**src/rtl/store_port_arbiter_if.sv**
```systemverilog
// Signal bundle between the store queue / fill engine / D-cache / MMIO
// side and the store port arbiter. The arbiter uses the master modport;
// the surrounding logic (or a testbench) uses the slave modport.
interface store_port_arbiter_if;

    // Store uop from the store queue
    logic        IN_stValid;
    logic [31:0] IN_stAddr;
    logic [31:0] IN_stData;
    logic [3:0]  IN_stWmask;
    logic        OUT_stallSt;

    // Line-fill beats from the fill engine
    logic        IN_fillValid;
    logic [31:0] IN_fillAddr;
    logic [31:0] IN_fillData;
    logic        OUT_fillReady;

    // D-cache write port
    logic        IN_cacheStall;
    logic        OUT_wrValid;
    logic [31:0] OUT_wrAddr;
    logic [31:0] OUT_wrData;
    logic [3:0]  OUT_wrWmask;
    logic        OUT_wrIsFill;

    // MMIO write port
    logic        OUT_mmioValid;
    logic [31:0] OUT_mmioAddr;
    logic [31:0] OUT_mmioData;
    logic [3:0]  OUT_mmioWmask;
    logic        IN_mmioReady;
    logic        IN_mmioAck;

    // Quiescence indication
    logic        OUT_idle;

    modport master (
        input  IN_stValid, IN_stAddr, IN_stData, IN_stWmask,
        output OUT_stallSt,
        input  IN_fillValid, IN_fillAddr, IN_fillData,
        output OUT_fillReady,
        input  IN_cacheStall,
        output OUT_wrValid, OUT_wrAddr, OUT_wrData, OUT_wrWmask, OUT_wrIsFill,
        output OUT_mmioValid, OUT_mmioAddr, OUT_mmioData, OUT_mmioWmask,
        input  IN_mmioReady, IN_mmioAck,
        output OUT_idle
    );

    modport slave (
        output IN_stValid, IN_stAddr, IN_stData, IN_stWmask,
        input  OUT_stallSt,
        output IN_fillValid, IN_fillAddr, IN_fillData,
        input  OUT_fillReady,
        output IN_cacheStall,
        input  OUT_wrValid, OUT_wrAddr, OUT_wrData, OUT_wrWmask, OUT_wrIsFill,
        input  OUT_mmioValid, OUT_mmioAddr, OUT_mmioData, OUT_mmioWmask,
        output IN_mmioReady, IN_mmioAck,
        input  OUT_idle
    );

endinterface

```
**src/rtl/store_port_arbiter.sv**
```systemverilog
// Store port arbiter.
// Shares the single D-cache write port between the store-queue drain and
// the line-fill engine, and steers MMIO stores to a separate MMIO port.
// Fills normally win the cache port; a waiting cache store is forced
// through after STARVE_LIMIT consecutive fill grants. While an MMIO store
// is outstanding (REQ/WAIT) every store is stalled so stores leave in
// queue order; fills keep flowing.
module store_port_arbiter #(
    parameter int unsigned STARVE_LIMIT = 4,
    parameter logic [3:0]  MMIO_REGION  = 4'hF
) (
    input logic                  clk,
    input logic                  rst,
    store_port_arbiter_if.master bus
);

    localparam int unsigned    CNT_W   = $clog2(STARVE_LIMIT + 1);
    localparam logic [CNT_W-1:0] CNT_MAX = CNT_W'(STARVE_LIMIT);

    typedef enum logic [1:0] {
        ST_IDLE = 2'd0,
        ST_REQ  = 2'd1,
        ST_WAIT = 2'd2
    } mmio_state_e;

    mmio_state_e      state;
    mmio_state_e      state_nxt;
    logic [CNT_W-1:0] starve_cnt;

    // Request classification and grants
    logic is_mmio;
    logic cache_st;
    logic st_cand;
    logic mmio_acc;
    logic st_gnt;
    logic fill_gnt;

    // Registered cache write port
    logic        wr_valid;
    logic [31:0] wr_addr;
    logic [31:0] wr_data;
    logic [3:0]  wr_wmask;
    logic        wr_is_fill;

    // Registered MMIO port
    logic        mmio_valid;
    logic [31:0] mmio_addr;
    logic [31:0] mmio_data;
    logic [3:0]  mmio_wmask;

    // Classify the incoming store and decide who owns the cache port this cycle.
    always_comb begin
        // NOTE: every always_comb output gets a default first so no path
        // leaves it unassigned, which would otherwise infer a latch.
        is_mmio  = 1'b0;
        cache_st = 1'b0;
        st_cand  = 1'b0;
        mmio_acc = 1'b0;
        st_gnt   = 1'b0;
        fill_gnt = 1'b0;

        if (bus.IN_stValid) begin
            is_mmio  = (bus.IN_stAddr[31:28] == MMIO_REGION);
            cache_st = !is_mmio;
        end

        // Nothing may pass an outstanding MMIO store, so both kinds of
        // store only move while the MMIO path is idle.
        st_cand  = cache_st && (state == ST_IDLE);
        mmio_acc = is_mmio  && (state == ST_IDLE);

        // The MMIO port is independent of the cache, so a cache stall
        // only freezes cache arbitration.
        if (!bus.IN_cacheStall) begin
            st_gnt   = st_cand && (!bus.IN_fillValid || (starve_cnt == CNT_MAX));
            fill_gnt = bus.IN_fillValid && !st_gnt;
        end
    end

    // Handshake outputs; reset forces the "nothing accepted" view.
    assign bus.OUT_stallSt   = rst || !(st_gnt || mmio_acc);
    assign bus.OUT_fillReady = !rst && fill_gnt;
    assign bus.OUT_idle      = (state == ST_IDLE) && !wr_valid
                               && !bus.IN_stValid && !bus.IN_fillValid;

    // MMIO FSM next-state: accept in IDLE, hand off in REQ, wait for completion.
    always_comb begin
        state_nxt = state;
        unique case (state)
            ST_IDLE: begin
                if (mmio_acc) begin
                    state_nxt = ST_REQ;
                end
            end
            ST_REQ: begin
                // A completion in the same cycle as the handoff skips WAIT.
                if (bus.IN_mmioReady) begin
                    state_nxt = bus.IN_mmioAck ? ST_IDLE : ST_WAIT;
                end
            end
            ST_WAIT: begin
                if (bus.IN_mmioAck) begin
                    state_nxt = ST_IDLE;
                end
            end
            default: state_nxt = ST_IDLE;
        endcase
    end

    // MMIO FSM state register.
    always_ff @(posedge clk or posedge rst) begin
        // NOTE: sequential state is written with non-blocking assignments
        // so every register samples the pre-edge values of its inputs.
        if (rst) begin
            state <= ST_IDLE;
        end else begin
            state <= state_nxt;
        end
    end

    // Count fills that overtake a waiting cache store; frozen while the cache stalls.
    always_ff @(posedge clk or posedge rst) begin
        if (rst) begin
            starve_cnt <= '0;
        end else if (!bus.IN_cacheStall) begin
            if (st_gnt || !st_cand) begin
                starve_cnt <= '0;
            end else if (fill_gnt && (starve_cnt != CNT_MAX)) begin
                starve_cnt <= starve_cnt + CNT_W'(1);
            end
        end
    end

    // Cache write registers: load the granted beat, drop valid when idle, hold on stall.
    always_ff @(posedge clk or posedge rst) begin
        // NOTE: payload registers are reset too, so the write port shows
        // all-zero values after reset rather than X.
        if (rst) begin
            wr_valid   <= 1'b0;
            wr_addr    <= '0;
            wr_data    <= '0;
            wr_wmask   <= '0;
            wr_is_fill <= 1'b0;
        end else if (!bus.IN_cacheStall) begin
            if (fill_gnt) begin
                wr_valid   <= 1'b1;
                wr_addr    <= bus.IN_fillAddr;
                wr_data    <= bus.IN_fillData;
                wr_wmask   <= 4'hF;
                wr_is_fill <= 1'b1;
            end else if (st_gnt) begin
                wr_valid   <= 1'b1;
                wr_addr    <= bus.IN_stAddr;
                wr_data    <= bus.IN_stData;
                wr_wmask   <= bus.IN_stWmask;
                wr_is_fill <= 1'b0;
            end else begin
                wr_valid   <= 1'b0;
            end
        end
    end

    // MMIO request registers: capture on accept, hold until the slave takes it.
    always_ff @(posedge clk or posedge rst) begin
        if (rst) begin
            mmio_valid <= 1'b0;
            mmio_addr  <= '0;
            mmio_data  <= '0;
            mmio_wmask <= '0;
        end else if (mmio_acc) begin
            mmio_valid <= 1'b1;
            mmio_addr  <= bus.IN_stAddr;
            mmio_data  <= bus.IN_stData;
            mmio_wmask <= bus.IN_stWmask;
        end else if ((state == ST_REQ) && bus.IN_mmioReady) begin
            mmio_valid <= 1'b0;
        end
    end

    assign bus.OUT_wrValid   = wr_valid;
    assign bus.OUT_wrAddr    = wr_addr;
    assign bus.OUT_wrData    = wr_data;
    assign bus.OUT_wrWmask   = wr_wmask;
    assign bus.OUT_wrIsFill  = wr_is_fill;

    assign bus.OUT_mmioValid = mmio_valid;
    assign bus.OUT_mmioAddr  = mmio_addr;
    assign bus.OUT_mmioData  = mmio_data;
    assign bus.OUT_mmioWmask = mmio_wmask;

endmodule
```
**src/flat_wrapper.sv**
```systemverilog
// flat-port wrapper written by rule: the top's interface ports become plain ports
module store_port_arbiter_flat 
#(
    parameter int unsigned STARVE_LIMIT = 4,
    parameter logic [3:0]  MMIO_REGION  = 4'hF
)
  (clk, rst, bus_IN_stValid, bus_IN_stAddr, bus_IN_stData, bus_IN_stWmask, bus_OUT_stallSt, bus_IN_fillValid, bus_IN_fillAddr, bus_IN_fillData, bus_OUT_fillReady, bus_IN_cacheStall, bus_OUT_wrValid, bus_OUT_wrAddr, bus_OUT_wrData, bus_OUT_wrWmask, bus_OUT_wrIsFill, bus_OUT_mmioValid, bus_OUT_mmioAddr, bus_OUT_mmioData, bus_OUT_mmioWmask, bus_IN_mmioReady, bus_IN_mmioAck, bus_OUT_idle);
  store_port_arbiter_if bus_i ();
  input logic clk;
  input logic rst;
  input wire logic [$bits(bus_i.IN_stValid)-1:0] bus_IN_stValid;
  input wire logic [$bits(bus_i.IN_stAddr)-1:0] bus_IN_stAddr;
  input wire logic [$bits(bus_i.IN_stData)-1:0] bus_IN_stData;
  input wire logic [$bits(bus_i.IN_stWmask)-1:0] bus_IN_stWmask;
  output wire logic [$bits(bus_i.OUT_stallSt)-1:0] bus_OUT_stallSt;
  input wire logic [$bits(bus_i.IN_fillValid)-1:0] bus_IN_fillValid;
  input wire logic [$bits(bus_i.IN_fillAddr)-1:0] bus_IN_fillAddr;
  input wire logic [$bits(bus_i.IN_fillData)-1:0] bus_IN_fillData;
  output wire logic [$bits(bus_i.OUT_fillReady)-1:0] bus_OUT_fillReady;
  input wire logic [$bits(bus_i.IN_cacheStall)-1:0] bus_IN_cacheStall;
  output wire logic [$bits(bus_i.OUT_wrValid)-1:0] bus_OUT_wrValid;
  output wire logic [$bits(bus_i.OUT_wrAddr)-1:0] bus_OUT_wrAddr;
  output wire logic [$bits(bus_i.OUT_wrData)-1:0] bus_OUT_wrData;
  output wire logic [$bits(bus_i.OUT_wrWmask)-1:0] bus_OUT_wrWmask;
  output wire logic [$bits(bus_i.OUT_wrIsFill)-1:0] bus_OUT_wrIsFill;
  output wire logic [$bits(bus_i.OUT_mmioValid)-1:0] bus_OUT_mmioValid;
  output wire logic [$bits(bus_i.OUT_mmioAddr)-1:0] bus_OUT_mmioAddr;
  output wire logic [$bits(bus_i.OUT_mmioData)-1:0] bus_OUT_mmioData;
  output wire logic [$bits(bus_i.OUT_mmioWmask)-1:0] bus_OUT_mmioWmask;
  input wire logic [$bits(bus_i.IN_mmioReady)-1:0] bus_IN_mmioReady;
  input wire logic [$bits(bus_i.IN_mmioAck)-1:0] bus_IN_mmioAck;
  output wire logic [$bits(bus_i.OUT_idle)-1:0] bus_OUT_idle;
  assign bus_i.IN_stValid = bus_IN_stValid;
  assign bus_i.IN_stAddr = bus_IN_stAddr;
  assign bus_i.IN_stData = bus_IN_stData;
  assign bus_i.IN_stWmask = bus_IN_stWmask;
  assign bus_OUT_stallSt = bus_i.OUT_stallSt;
  assign bus_i.IN_fillValid = bus_IN_fillValid;
  assign bus_i.IN_fillAddr = bus_IN_fillAddr;
  assign bus_i.IN_fillData = bus_IN_fillData;
  assign bus_OUT_fillReady = bus_i.OUT_fillReady;
  assign bus_i.IN_cacheStall = bus_IN_cacheStall;
  assign bus_OUT_wrValid = bus_i.OUT_wrValid;
  assign bus_OUT_wrAddr = bus_i.OUT_wrAddr;
  assign bus_OUT_wrData = bus_i.OUT_wrData;
  assign bus_OUT_wrWmask = bus_i.OUT_wrWmask;
  assign bus_OUT_wrIsFill = bus_i.OUT_wrIsFill;
  assign bus_OUT_mmioValid = bus_i.OUT_mmioValid;
  assign bus_OUT_mmioAddr = bus_i.OUT_mmioAddr;
  assign bus_OUT_mmioData = bus_i.OUT_mmioData;
  assign bus_OUT_mmioWmask = bus_i.OUT_mmioWmask;
  assign bus_i.IN_mmioReady = bus_IN_mmioReady;
  assign bus_i.IN_mmioAck = bus_IN_mmioAck;
  assign bus_OUT_idle = bus_i.OUT_idle;
  store_port_arbiter #(.STARVE_LIMIT(STARVE_LIMIT), .MMIO_REGION(MMIO_REGION)) u_core (.clk(clk), .rst(rst), .bus(bus_i));
endmodule
```
**config.mk**
```make
export PLATFORM = sky130hd
export DESIGN_NAME = store_port_arbiter_flat
export DESIGN_NICKNAME = d
export VERILOG_FILES = /design/src/rtl/store_port_arbiter_if.sv /design/src/rtl/store_port_arbiter.sv /design/src/flat_wrapper.sv
export SDC_FILE = /design/constraint.sdc
export NUM_CORES = 1
export LEC_CHECK = 0
export BUFFER_PORTS_ARGS = -buffer_cell sky130_fd_sc_hd__buf_4
export CORE_ASPECT_RATIO = 1.1
export CORE_MARGIN = 2
export CORE_UTILIZATION = 26
export DETAILED_ROUTE_END_ITERATION = 10
export SETUP_SLACK_MARGIN = 0.5
export SKIP_CTS_REPAIR_TIMING = 1
export SYNTH_ARGS = -nofsm -noshare
export SYNTH_HDL_FRONTEND = slang
export SYNTH_SLANG_ARGS = --single-unit
```
**constraint.sdc**
```tcl
create_clock -name clk -period 5.5 [get_ports clk]
set_input_delay 1.1 -clock clk [delete_from_list [all_inputs] [get_ports clk]]
set_output_delay 1.1 -clock clk [all_outputs]
set_load 0.05 [all_outputs]
```
==> out/metrics.csv <==
stage;metric;value;unit
synth;cell accounting for the most synthesized area;sky130_fd_sc_hd__dfrtp_1;
power;P_leak;4.09;nW
placement;final weighted congestion in routability-driven placement;0.748;
detailed_routing;drt total wl;20600;µm
floorplanning;starting density of the core;0.264;
worst_setup_path;kind of capture point of the worst setup path;output pin;
synth;library cell with the highest instance count after synthesis;sky130_fd_sc_hd__dfrtp_1;
synth;commonest register cell after synthesis;sky130_fd_sc_hd__dfrtp_1;
synth;Commonest cells post-synth;sky130_fd_sc_hd__dfrtp_1 (144), sky130_fd_sc_hd__a211o_1 (64), sky130_fd_sc_hd__mux2_2 (64);
synth;number of library cell types mapped by synthesis;31;
detailed_routing;count of vias placed by the detailed router;5075;
clock_network;CTS tree;built;
timing;unrepaired setup endpoints after global routing;false;
clock_network;clock insertion delay at the later pin of the skew report;420;ps
power;Worst IR Drop VDD;0.207;mV
synth;ys async rst share;1.00;
synth;Netlist Area Pre-Place;0.00623;mm²
synth;most area-consuming cells after synthesis;sky130_fd_sc_hd__dfrtp_1 (58%), sky130_fd_sc_hd__mux2_2 (12%), sky130_fd_sc_hd__o221a_1 (11%), sky130_fd_sc_hd__a211o_1 (9.0%), sky130_fd_sc_hd__buf_2 (1.5%);
layout;fraction of final layout cells sized beyond drive strength 1;0.553;
synth;synthesized instance count;445;
clock_network;H-tree levels;4;
clock_network;total CTS buffers;17;
timing;count of final hold-check violations;0;
worst_setup_path;maximum fanout count along the critical path;6;
floorplanning;die outline width;152;µm
detailed_routing;count of routing violations after the opening detailed-route iteration;190;
clock_network;Clock Tree Buf Depth;2;
clock_network;CTS root buffer;sky130_fd_sc_hd__clkbuf_16;
synth;count of state elements after synthesis;144;
timing;part of the cycle the worst path needs;0.739;
timing;Worst Max-Slew Pin Slew;1060;ps
worst_setup_path;Startpoint Class;primary input;
grt;total track usage;0.162;
grt;via count of the first global-routing pass;5408;
detailed_routing;detailed-route wire length per cell;20.1;µm
grt;global-route wire length before repair;31400;µm
floorplanning;placeable core region;0.0236;mm²
synth;share of Yosys cell area claimed by the top area cell type;0.578;
outcome;status;completed;
timing;fmax;0.246;GHz
detailed_routing;post-detailed-route DRC marker count;0;
layout;number of nets in the layout;851;
detailed_routing;DR pass1 iterations;4;
synth;proportion of synthesized chip area in sequential cells;0.578;
worst_setup_path;Worst Setup Path Type;in -> out;
hold_path;path class of the lowest-slack min-delay path;reg -> reg;
placement;dpl hpwl;13500;µm
floorplanning;std cell rows;59;
synth;EDFF count, synth;0;
detailed_routing;via-per-instance ratio;4.95;
timing;tightest slew margin relative to the limit;0.287;
synth;net count of the mapped netlist;586;
power;power density over the cells;436;mW/mm²
detailed_routing;number of nets with antenna violations after detailed routing;0;
floorplanning;overall die height;166;µm
clock_network;clock-pin slew reported for the worst setup and hold paths after clock tree synthesis;60;ps
timing;worst hold margin;468;ps
worst_setup_path;crit path DAT;2960;ps
layout;signed area change from the synthesized netlist to the final layout;46.4;%
floorplanning;IO Count;281;
job;# Max-Cap Violations;0;
timing;Max Clock Skew;7.99;ps
power;total design power;3.98;mW
timing;total of endpoints with negative setup slack in the final report;0;
timing;number of max-slew violations in the final report;0;
synth;syn avg cell area;14.0;µm²
grt;pin count of the biggest net entering global routing;71;
clock_network;Sinks on Clock Net;144;
worst_setup_path;Worst EP required;4400;ps
synth;Yosys warning total;0;
floorplanning;die footprint;0.0252;mm²
timing;Period minus WS final;4060;ps
grt;overall overflow remaining after global route;0;
placement;number of port buffers;280;
grt;antenna violations before repair;0;
layout;# diodes;0;
==> worst max-delay path, cell delays in order <==
cell	delay, ps
sky130_fd_sc_hd__buf_4	110
sky130_fd_sc_hd__or3b_4	420
sky130_fd_sc_hd__nor4_1	870
sky130_fd_sc_hd__o21ai_0	210
sky130_fd_sc_hd__buf_4	240
==> stage by stage <==
step	utilization	setup slack [ps]	cell area [µm²]	cells	setup TNS, ps
final	0.386	1440	9130	1025	0
after detailed placement	0.364	1410	8590	996	0
after CTS	0.386	1420	9130	1025	0
after floorplan	-	-49.6	6230	445	-49.6
after global placement	0.364	1430	8590	996	0
after global routing	0.386	1270	9130	1025	0
==> registers in the layout, summed over array words and instances, names as in the netlist <==
signal and cells:
u_core.bus.OUT_wrIsFill 1, u_core.bus.OUT_wrWmask 4, u_core.bus.OUT_wrAddr 32, u_core.bus.OUT_mmioAddr 32
u_core.bus.OUT_mmioData 32, u_core.bus.OUT_wrValid 1, u_core.starve_cnt 3, u_core.state 2
u_core.bus.OUT_mmioValid 1, u_core.bus.OUT_mmioWmask 4, u_core.bus.OUT_wrData 32
==> final cells by class <==
| class | instances | area, µm² |
|---|---|---|
| timing repair buffer | 289 | 2170 |
| inverter | 8 | 33.8 |
| multi-input combinational | 250 | 2400 |
| clock inverter | 11 | 93.8 |
| fill | 2311 | 14500 |
| clock buffer | 18 | 439 |
| tap | 305 | 382 |
| sequential | 144 | 3600 |
==> path summary, 6_finish.rpt <==
check / start / end / slack [ps] / cells after the start
worst max-delay path: bus_IN_stValid / bus_OUT_stallSt / 1440 / 5
worst min-delay path: u_core.bus.OUT_mmioAddr[28] / u_core.bus.OUT_mmioAddr[28] / 470 / 1
worst max register to register: u_core.state[1] / u_core.bus.OUT_wrData[10] / 2810 / 4
worst min register to register: u_core.bus.OUT_mmioAddr[28] / u_core.bus.OUT_mmioAddr[28] / 470 / 1
max in group asynchronous: rst / u_core.bus.OUT_mmioData[3] / 3470 / 3
min in group asynchronous: rst / u_core.bus.OUT_wrAddr[1] / 720 / 2
==> cells in the final DEF (no fill, tap or decap), types with 3 or more instances in the layout <==
master / instances
sky130_fd_sc_hd__mux2_2: 64
sky130_fd_sc_hd__inv_1: 7
sky130_fd_sc_hd__a221oi_1: 4
sky130_fd_sc_hd__o221a_1: 60
sky130_fd_sc_hd__clkbuf_16: 17
sky130_fd_sc_hd__nor2b_1: 5
sky130_fd_sc_hd__clkinv_2: 6
sky130_fd_sc_hd__buf_4: 289
sky130_fd_sc_hd__nand2b_1: 3
sky130_fd_sc_hd__o21ai_0: 3
sky130_fd_sc_hd__nor2_1: 9
sky130_fd_sc_hd__or2_2: 5
sky130_fd_sc_hd__nand2_1: 4
sky130_fd_sc_hd__nand4_1: 3
sky130_fd_sc_hd__a211o_1: 64
sky130_fd_sc_hd__dfrtp_1: 144
sky130_fd_sc_hd__o221a_2: 4
sky130_fd_sc_hd__a21oi_1: 3
==> cell families after synthesis <==
group                      Yosys count  synth area share
adders and majority gates            2           0.00402
buffers and inverters               51            0.0418
and+or+nand+nor                     42            0.0392
muxes                               64             0.116
DFF                                144             0.578
AOI/OAI and AO/OA                  142             0.221
==> report_power, final <==
| part | internal (mW) | switching (mW) |
|---|---|---|
| sequential | 1.26 | 0.111 |
| clock | 0.624 | 0.455 |
| combinational | 0.517 | 1.01 |
| total | 2.41 | 1.58 |
==> routing by layer <==
layer,GRT usage,wire length [µm],part of all wire
met1,0.202,8520,0.41
met2,0.272,10300,0.50
met4,0.0431,273,0.013
met5,0,0,0
met3,0.0505,1550,0.075
Note: power is estimated with default switching activity, not from simulation.
